--- config.mk ---
export PLATFORM = sky130hd
export DESIGN_NAME = lfsr_gen
export DESIGN_NICKNAME = d
export VERILOG_FILES = /design/src/rtl/lfsr_pkg.sv /design/src/rtl/lfsr_gen_step.sv /design/src/rtl/lfsr_gen.sv
export SDC_FILE = /design/constraint.sdc
export NUM_CORES = 1
export LEC_CHECK = 0
export BUFFER_PORTS_ARGS = -buffer_cell sky130_fd_sc_hd__clkbuf_2
export CAP_MARGIN = 10
export CORE_UTILIZATION = 55
export DETAILED_ROUTE_END_ITERATION = 16
export PLACE_DENSITY = 0.9
export SLEW_MARGIN = 20
export SYNTH_ARGS = -nofsm -noshare
export SYNTH_HDL_FRONTEND = slang
export SYNTH_SLANG_ARGS = --single-unit
--- constraint.sdc ---
create_clock -name clk_i -period 5.4 [get_ports clk_i]
set_clock_uncertainty 0.05 [all_clocks]
set_input_delay 1.62 -clock clk_i [delete_from_list [all_inputs] [get_ports clk_i]]
set_output_delay 1.62 -clock clk_i [all_outputs]
set_load 0.02 [all_outputs]
--- src/rtl/lfsr_pkg.sv ---
// Shared types, default tap masks and helpers for the LFSR generator
// and its bounded-draw port.
package lfsr_pkg;

    typedef enum logic [1:0] {
        IDLE = 2'd0,
        DRAW = 2'd1,
        RESP = 2'd2
    } draw_state_e;

    localparam logic [7:0]  TAPS_W8  = 8'hB8;
    localparam logic [15:0] TAPS_W16 = 16'hB400;
    localparam logic [31:0] TAPS_W32 = 32'h8020_0003;

    // Smallest all-ones mask covering bound-1; zero for bound <= 1.
    function automatic logic [31:0] bound_mask(input logic [31:0] bound);
        logic [31:0] m;
        m = (bound == 32'd0) ? 32'd0 : (bound - 32'd1);
        m = m | (m >> 1);
        m = m | (m >> 2);
        m = m | (m >> 4);
        m = m | (m >> 8);
        m = m | (m >> 16);
        return m;
    endfunction

endpackage

--- src/rtl/lfsr_gen_step.sv ---
// Combinational STEP-shift Fibonacci engine: feedback is the XOR of the
// tapped state bits, shifted in at bit 0.
module lfsr_step
    import lfsr_pkg::*;
#(
    parameter int               WIDTH = 16,
    parameter logic [WIDTH-1:0] TAPS  = TAPS_W16,
    parameter int               STEP  = 1
) (
    input  logic [WIDTH-1:0] state_i,
    output logic [WIDTH-1:0] state_o
);

    logic [WIDTH-1:0] chain_s [0:STEP];

    assign chain_s[0] = state_i;

    for (genvar i = 0; i < STEP; i++) begin : g_shift
        assign chain_s[i+1] = {chain_s[i][WIDTH-2:0], ^(chain_s[i] & TAPS)};
    end

    assign state_o = chain_s[STEP];

endmodule

--- src/rtl/lfsr_gen.sv ---
// Parametrised LFSR with runtime seed load, zero-lockup protection and a
// ready/valid bounded-draw port using rejection sampling.
module lfsr_gen
    import lfsr_pkg::*;
#(
    parameter int               WIDTH     = 16,
    parameter logic [WIDTH-1:0] TAPS      = TAPS_W16,
    parameter logic [WIDTH-1:0] SEED      = {{(WIDTH-1){1'b0}}, 1'b1},
    parameter int               STEP      = 1,
    parameter int               OUT_W     = 8,
    parameter int               MAX_TRIES = 4
) (
    input  logic             clk_i,
    input  logic             rst_i,
    input  logic             next_i,
    input  logic             load_i,
    input  logic [WIDTH-1:0] seed_i,
    output logic [WIDTH-1:0] rand_o,
    output logic             lockup_o,
    input  logic             req_valid_i,
    output logic             req_ready_o,
    input  logic [OUT_W-1:0] bound_i,
    output logic             rsp_valid_o,
    input  logic             rsp_ready_i,
    output logic [OUT_W-1:0] rsp_data_o
);

    localparam logic [WIDTH-1:0] ONE_C       = {{(WIDTH-1){1'b0}}, 1'b1};
    localparam logic [WIDTH-1:0] RESET_STATE = (SEED == '0) ? ONE_C : SEED;
    localparam int               TRY_W       = (MAX_TRIES > 1) ? $clog2(MAX_TRIES) : 1;
    localparam logic [TRY_W-1:0] LAST_TRY    = TRY_W'(MAX_TRIES - 1);

    logic [WIDTH-1:0] state_q, state_d, stepped_s, pick_s;
    logic             lockup_q, lockup_d;
    logic             advance_s;
    draw_state_e      fsm_q, fsm_d;
    logic [TRY_W-1:0] tries_q, tries_d;
    logic [OUT_W-1:0] bound_q, bound_d;
    logic [OUT_W-1:0] data_q, data_d;
    logic             valid_q, valid_d;
    logic [OUT_W-1:0] mask_s, cand_s;

    lfsr_step #(
        .WIDTH (WIDTH),
        .TAPS  (TAPS),
        .STEP  (STEP)
    ) u_step (
        .state_i (state_q),
        .state_o (stepped_s)
    );

    // State update: load beats advance beats hold; a zero result becomes 1.
    always_comb begin
        advance_s = next_i | (fsm_q == DRAW);
        if (load_i) begin
            pick_s = seed_i;
        end else if (advance_s) begin
            pick_s = stepped_s;
        end else begin
            pick_s = state_q;
        end
        state_d  = (pick_s == '0) ? ONE_C : pick_s;
        lockup_d = load_i & (seed_i == '0);
    end

    assign mask_s = OUT_W'(bound_mask(32'(bound_q)));
    assign cand_s = state_q[OUT_W-1:0] & mask_s;

    // Draw FSM next-state and response data.
    always_comb begin
        fsm_d   = fsm_q;
        tries_d = tries_q;
        bound_d = bound_q;
        data_d  = data_q;
        valid_d = valid_q;
        case (fsm_q)
            IDLE: begin
                if (req_valid_i) begin
                    bound_d = bound_i;
                    tries_d = '0;
                    if (bound_i <= OUT_W'(1)) begin
                        data_d  = '0;
                        valid_d = 1'b1;
                        fsm_d   = RESP;
                    end else begin
                        fsm_d = DRAW;
                    end
                end else begin
                    fsm_d = IDLE;
                end
            end
            DRAW: begin
                if (cand_s < bound_q) begin
                    data_d  = cand_s;
                    valid_d = 1'b1;
                    fsm_d   = RESP;
                end else if (tries_q == LAST_TRY) begin
                    // cand <= mask < 2*bound, so one subtraction lands in range
                    data_d  = cand_s - bound_q;
                    valid_d = 1'b1;
                    fsm_d   = RESP;
                end else begin
                    tries_d = tries_q + TRY_W'(1);
                end
            end
            RESP: begin
                if (rsp_ready_i) begin
                    valid_d = 1'b0;
                    fsm_d   = IDLE;
                end else begin
                    fsm_d = RESP;
                end
            end
            default: begin
                valid_d = 1'b0;
                fsm_d   = IDLE;
            end
        endcase
    end

    // State, FSM and output registers.
    always_ff @(posedge clk_i or posedge rst_i) begin
        if (rst_i) begin
            state_q  <= RESET_STATE;
            lockup_q <= 1'b0;
            fsm_q    <= IDLE;
            tries_q  <= '0;
            bound_q  <= '0;
            data_q   <= '0;
            valid_q  <= 1'b0;
        end else begin
            state_q  <= state_d;
            lockup_q <= lockup_d;
            fsm_q    <= fsm_d;
            tries_q  <= tries_d;
            bound_q  <= bound_d;
            data_q   <= data_d;
            valid_q  <= valid_d;
        end
    end

    assign rand_o      = state_q;
    assign lockup_o    = lockup_q;
    assign req_ready_o = (fsm_q == IDLE);
    assign rsp_valid_o = valid_q;
    assign rsp_data_o  = data_q;

endmodule

==> run metrics <==
Hold Violations, Final 0; final antenna-violating net count 0; Ports 57; final wirelength 6680 microns; Synth Area in Compound Gates 0.244; global-route wire length before repair 11000 microns; # rows 25; area delta synth->final 15.7%; pre-CTS WS 1.25 ns; Mean Syn Cell Area 9.65 sq um; Clock Power Share 0.155; diode count 0; flops & latches, synth 38; 1st-pass router iterations 5; Hold WC Path Type flip-flop to flip-flop; GR Util All Layers 0.273; Final Critical Period 4.22 ns; port buffer count 56; Setup Fix Bufs, Post-CTS 0; Simple-Gate Fraction of Synth Area 0.182; Die ar. 5380 sq um; Combinational Power Share 0.570; max_slew headroom 0.357; initial core utilization 0.581; asr flop ratio synth 1.00; status completed; Cells after Synth 290; largest net degree at the start of global routing 39; Flop pwr share 0.275; PnR worst setup slack 1.18 ns; antenna violations before repair 0; Final Cycle Share 0.782; latest clock arrival within the worst-skew pair 0.30 ns; DRC 0; Die Span Y 73.3 microns; worst-margin pin slew 0.964 ns; CTS Buf Count 5; # Max-Cap Violations 0; CTS max path bufs 2; critical path launch point type flip-flop; DRT iter0 DRCs 183; EDFF count, synth 0; post-synthesis adder-cell area fraction 0.0564; Vias/cell 5.96; GRT met2 Usage 0.464; Hold Startpoint tries_q[0]; global routing usage on met3 0.0604; CTS Root Cell clkbuf_8; clk sink count 38; TritonCTS clock tree done; net count after synthesis 332; Die Width 73.3 microns; Post-CTS Hold Buffers 0; share of layout cells above drive strength 1 0.296; Final Setup Violations 0; worst r2r src bound_q[1]; H-tree depth 2; Reg clk slew, reported paths 0.08 ns; pwr dens 596 nW/um^2; met1 usage 0.348; worst hold stages 1; Leakage 1.49 nW; # fillers 380; Yosys cell types 73; RSZ-0062 raised after global routing false; grt total ovfl 0; P_sw 0.895 mW; xor and xnor fraction of the mapped netlist area 0.0250; Via Count 2454; vias in the first global route 2279; core box area 4820 sq um; largest family of logic cells by synthesized area compound AO/OA/AOI/OAI gates; fmax 237 MHz; post-cts resize count 0; crit path DAT 4.36 ns; Slew Viols, Final 0; Avg WL per Cell 16.2 microns; Detail Placement HPWL 5080 microns; Worst R2R Setup Slack 1.18 ns; Seq/Total Area, Yosys 0.340; multiplexer share of the synthesized area 0.0975; Hold EP tries_q[0]; Max VDD drop 0.000275 V; internal power 1.03 mW; Reg-to-Reg End tries_q[1]; CP endpoint kind flip-flop; Post-Syn Area 2800 sq um; Setup Crit Path Kind flip-flop to flip-flop; ys flop type dfrtp_1; switching share of power 0.464; routability cong. 0.926; CP Data Required Time 5.54 ns; nets 386; Ys Warns 0; Reg2Reg Depth 13; TNS Setup 0 ns; GR peak layer met2; CP Max Fanout 8
-- logic make-up after synthesis --
| family | Yosys count |
|---|---|
| multiplexers | 26 |
| adder cells (fa/ha/maj) | 12 |
| flip-flops | 38 |
| XOR/XNOR | 8 |
| AO/OA/AOI/OAI | 83 |
| AND/OR/NAND/NOR | 91 |
| buffers and inverters | 32 |
-- how the worst max path moves through the flow --
stage / startpoint / endpoint / slack [ns] / cells after the start
finish: bound_q[1] / tries_q[1] / 1.18 / 13
detailed placement: bound_q[1] / tries_q[1] / 1.25 / 13
CTS: bound_q[1] / tries_q[1] / 1.21 / 13
global route: bound_q[1] / tries_q[1] / 1.02 / 13
floorplan: bound_q[1] / tries_q[1] / 1.67 / 13
global placement: bound_q[1] / tries_q[1] / 1.43 / 13
-- layout by cell type, fill, tap and decap left out, types with 3 or more instances in the layout --
cell type / count
a21o_1: 3
a21oi_1: 11
clkbuf_2: 56
clkbuf_8: 5
dfrtp_1: 37
ha_1: 11
inv_1: 22
mux2_2: 10
mux2i_1: 16
nand2_1: 25
nand2b_1: 5
nand3_1: 7
nor2_1: 11
nor2b_1: 3
nor3_1: 8
nor4_1: 6
o211ai_1: 5
o21a_1: 5
o21ai_0: 20
o21bai_1: 3
o221ai_1: 3
o22ai_1: 3
xnor2_1: 4
xor2_1: 4
-- state kept, by name, indices dropped and copies added (netlist names) --
signal and flops:
lockup_o 1, tries_q 2, bound_q 8, rsp_data_o 8, rand_o 16, rsp_valid_o 1, fsm_q 2
-- cells in the mapped netlist, types with 3 or more instances --
library cell  number  area (sq um)
a21o_1             3          22.5
a21oi_1           11          55.1
clkbuf_1           4          15.0
dfrtp_1           37           926
ha_1              11           138
inv_1             22          82.6
mux2_2            10           113
mux2i_1           16           160
nand2_1           25          93.8
nand2b_1           5          31.3
nand3_1            7          35.0
nor2_1            11          41.3
nor2b_1            3          18.8
nor3_1             8          40.0
nor4_1             6          37.5
o211ai_1           5          37.5
o21a_1             5          37.5
o21ai_0           20           100
o21bai_1           3          22.5
o221ai_1           3          26.3
o22ai_1            3          18.8
xnor2_1            4          35.0
xor2_1             4          35.0
-- layer usage --
metal  wire (microns)  part of all wire
met5                0                 0
met4               75             0.011
met3              532             0.080
met2             3260              0.49
met1             2810              0.42
-- through the flow --
stage / hold slack, ns / instances / utilization / power, mW / cell area (sq um)
global route: 0.473 / 412 / 0.672 / 2.07 / 3240
floorplan: 0.402 / 290 / - / 1.39 / 2800
finish: 0.461 / 412 / 0.672 / 1.93 / 3240
global placement: 0.423 / 404 / 0.643 / 1.58 / 3100
detailed placement: 0.443 / 404 / 0.643 / 1.62 / 3100
CTS: 0.453 / 412 / 0.672 / 1.92 / 3240
-- power groups by stage --
stage	combinational [mW]	sequential, mW	clock, mW
5_1_grt	1.21	0.551	0.311
6_report	1.10	0.530	0.299
4_1_cts	1.09	0.527	0.300
2_1_floorplan	0.862	0.530	0
3_5_place_dp	1.08	0.533	0
3_3_place_gp	1.05	0.526	0
-- worst max-delay path: stages (launching register included) --
cell and delay, ns:
dfrtp_1 0.46, inv_1 0.14, ha_1 0.32, or3b_4 0.45, a211o_1 0.31, o211ai_4 0.15, o41ai_4 0.14, ha_1 0.24
fa_1 0.41, and2b_1 0.24, o2111ai_1 0.27, a211oi_4 0.48, nand2_1 0.18, a31o_1 0.27
-- layout make-up --
cell class / count / area [sq um] / area share
Clock buffer: 5 / 68.8 / 0.0213
Clock inverter: 3 / 68.8 / 0.0213
Inverter: 22 / 82.6 / 0.0255
Multi-Input combinational cell: 220 / 1690 / 0.523
Sequential cell: 38 / 952 / 0.294
Tap cell: 67 / 83.8 / 0.0259
Timing Repair Buffer: 57 / 288 / 0.0889
Note: power is estimated with default switching activity, not from simulation.
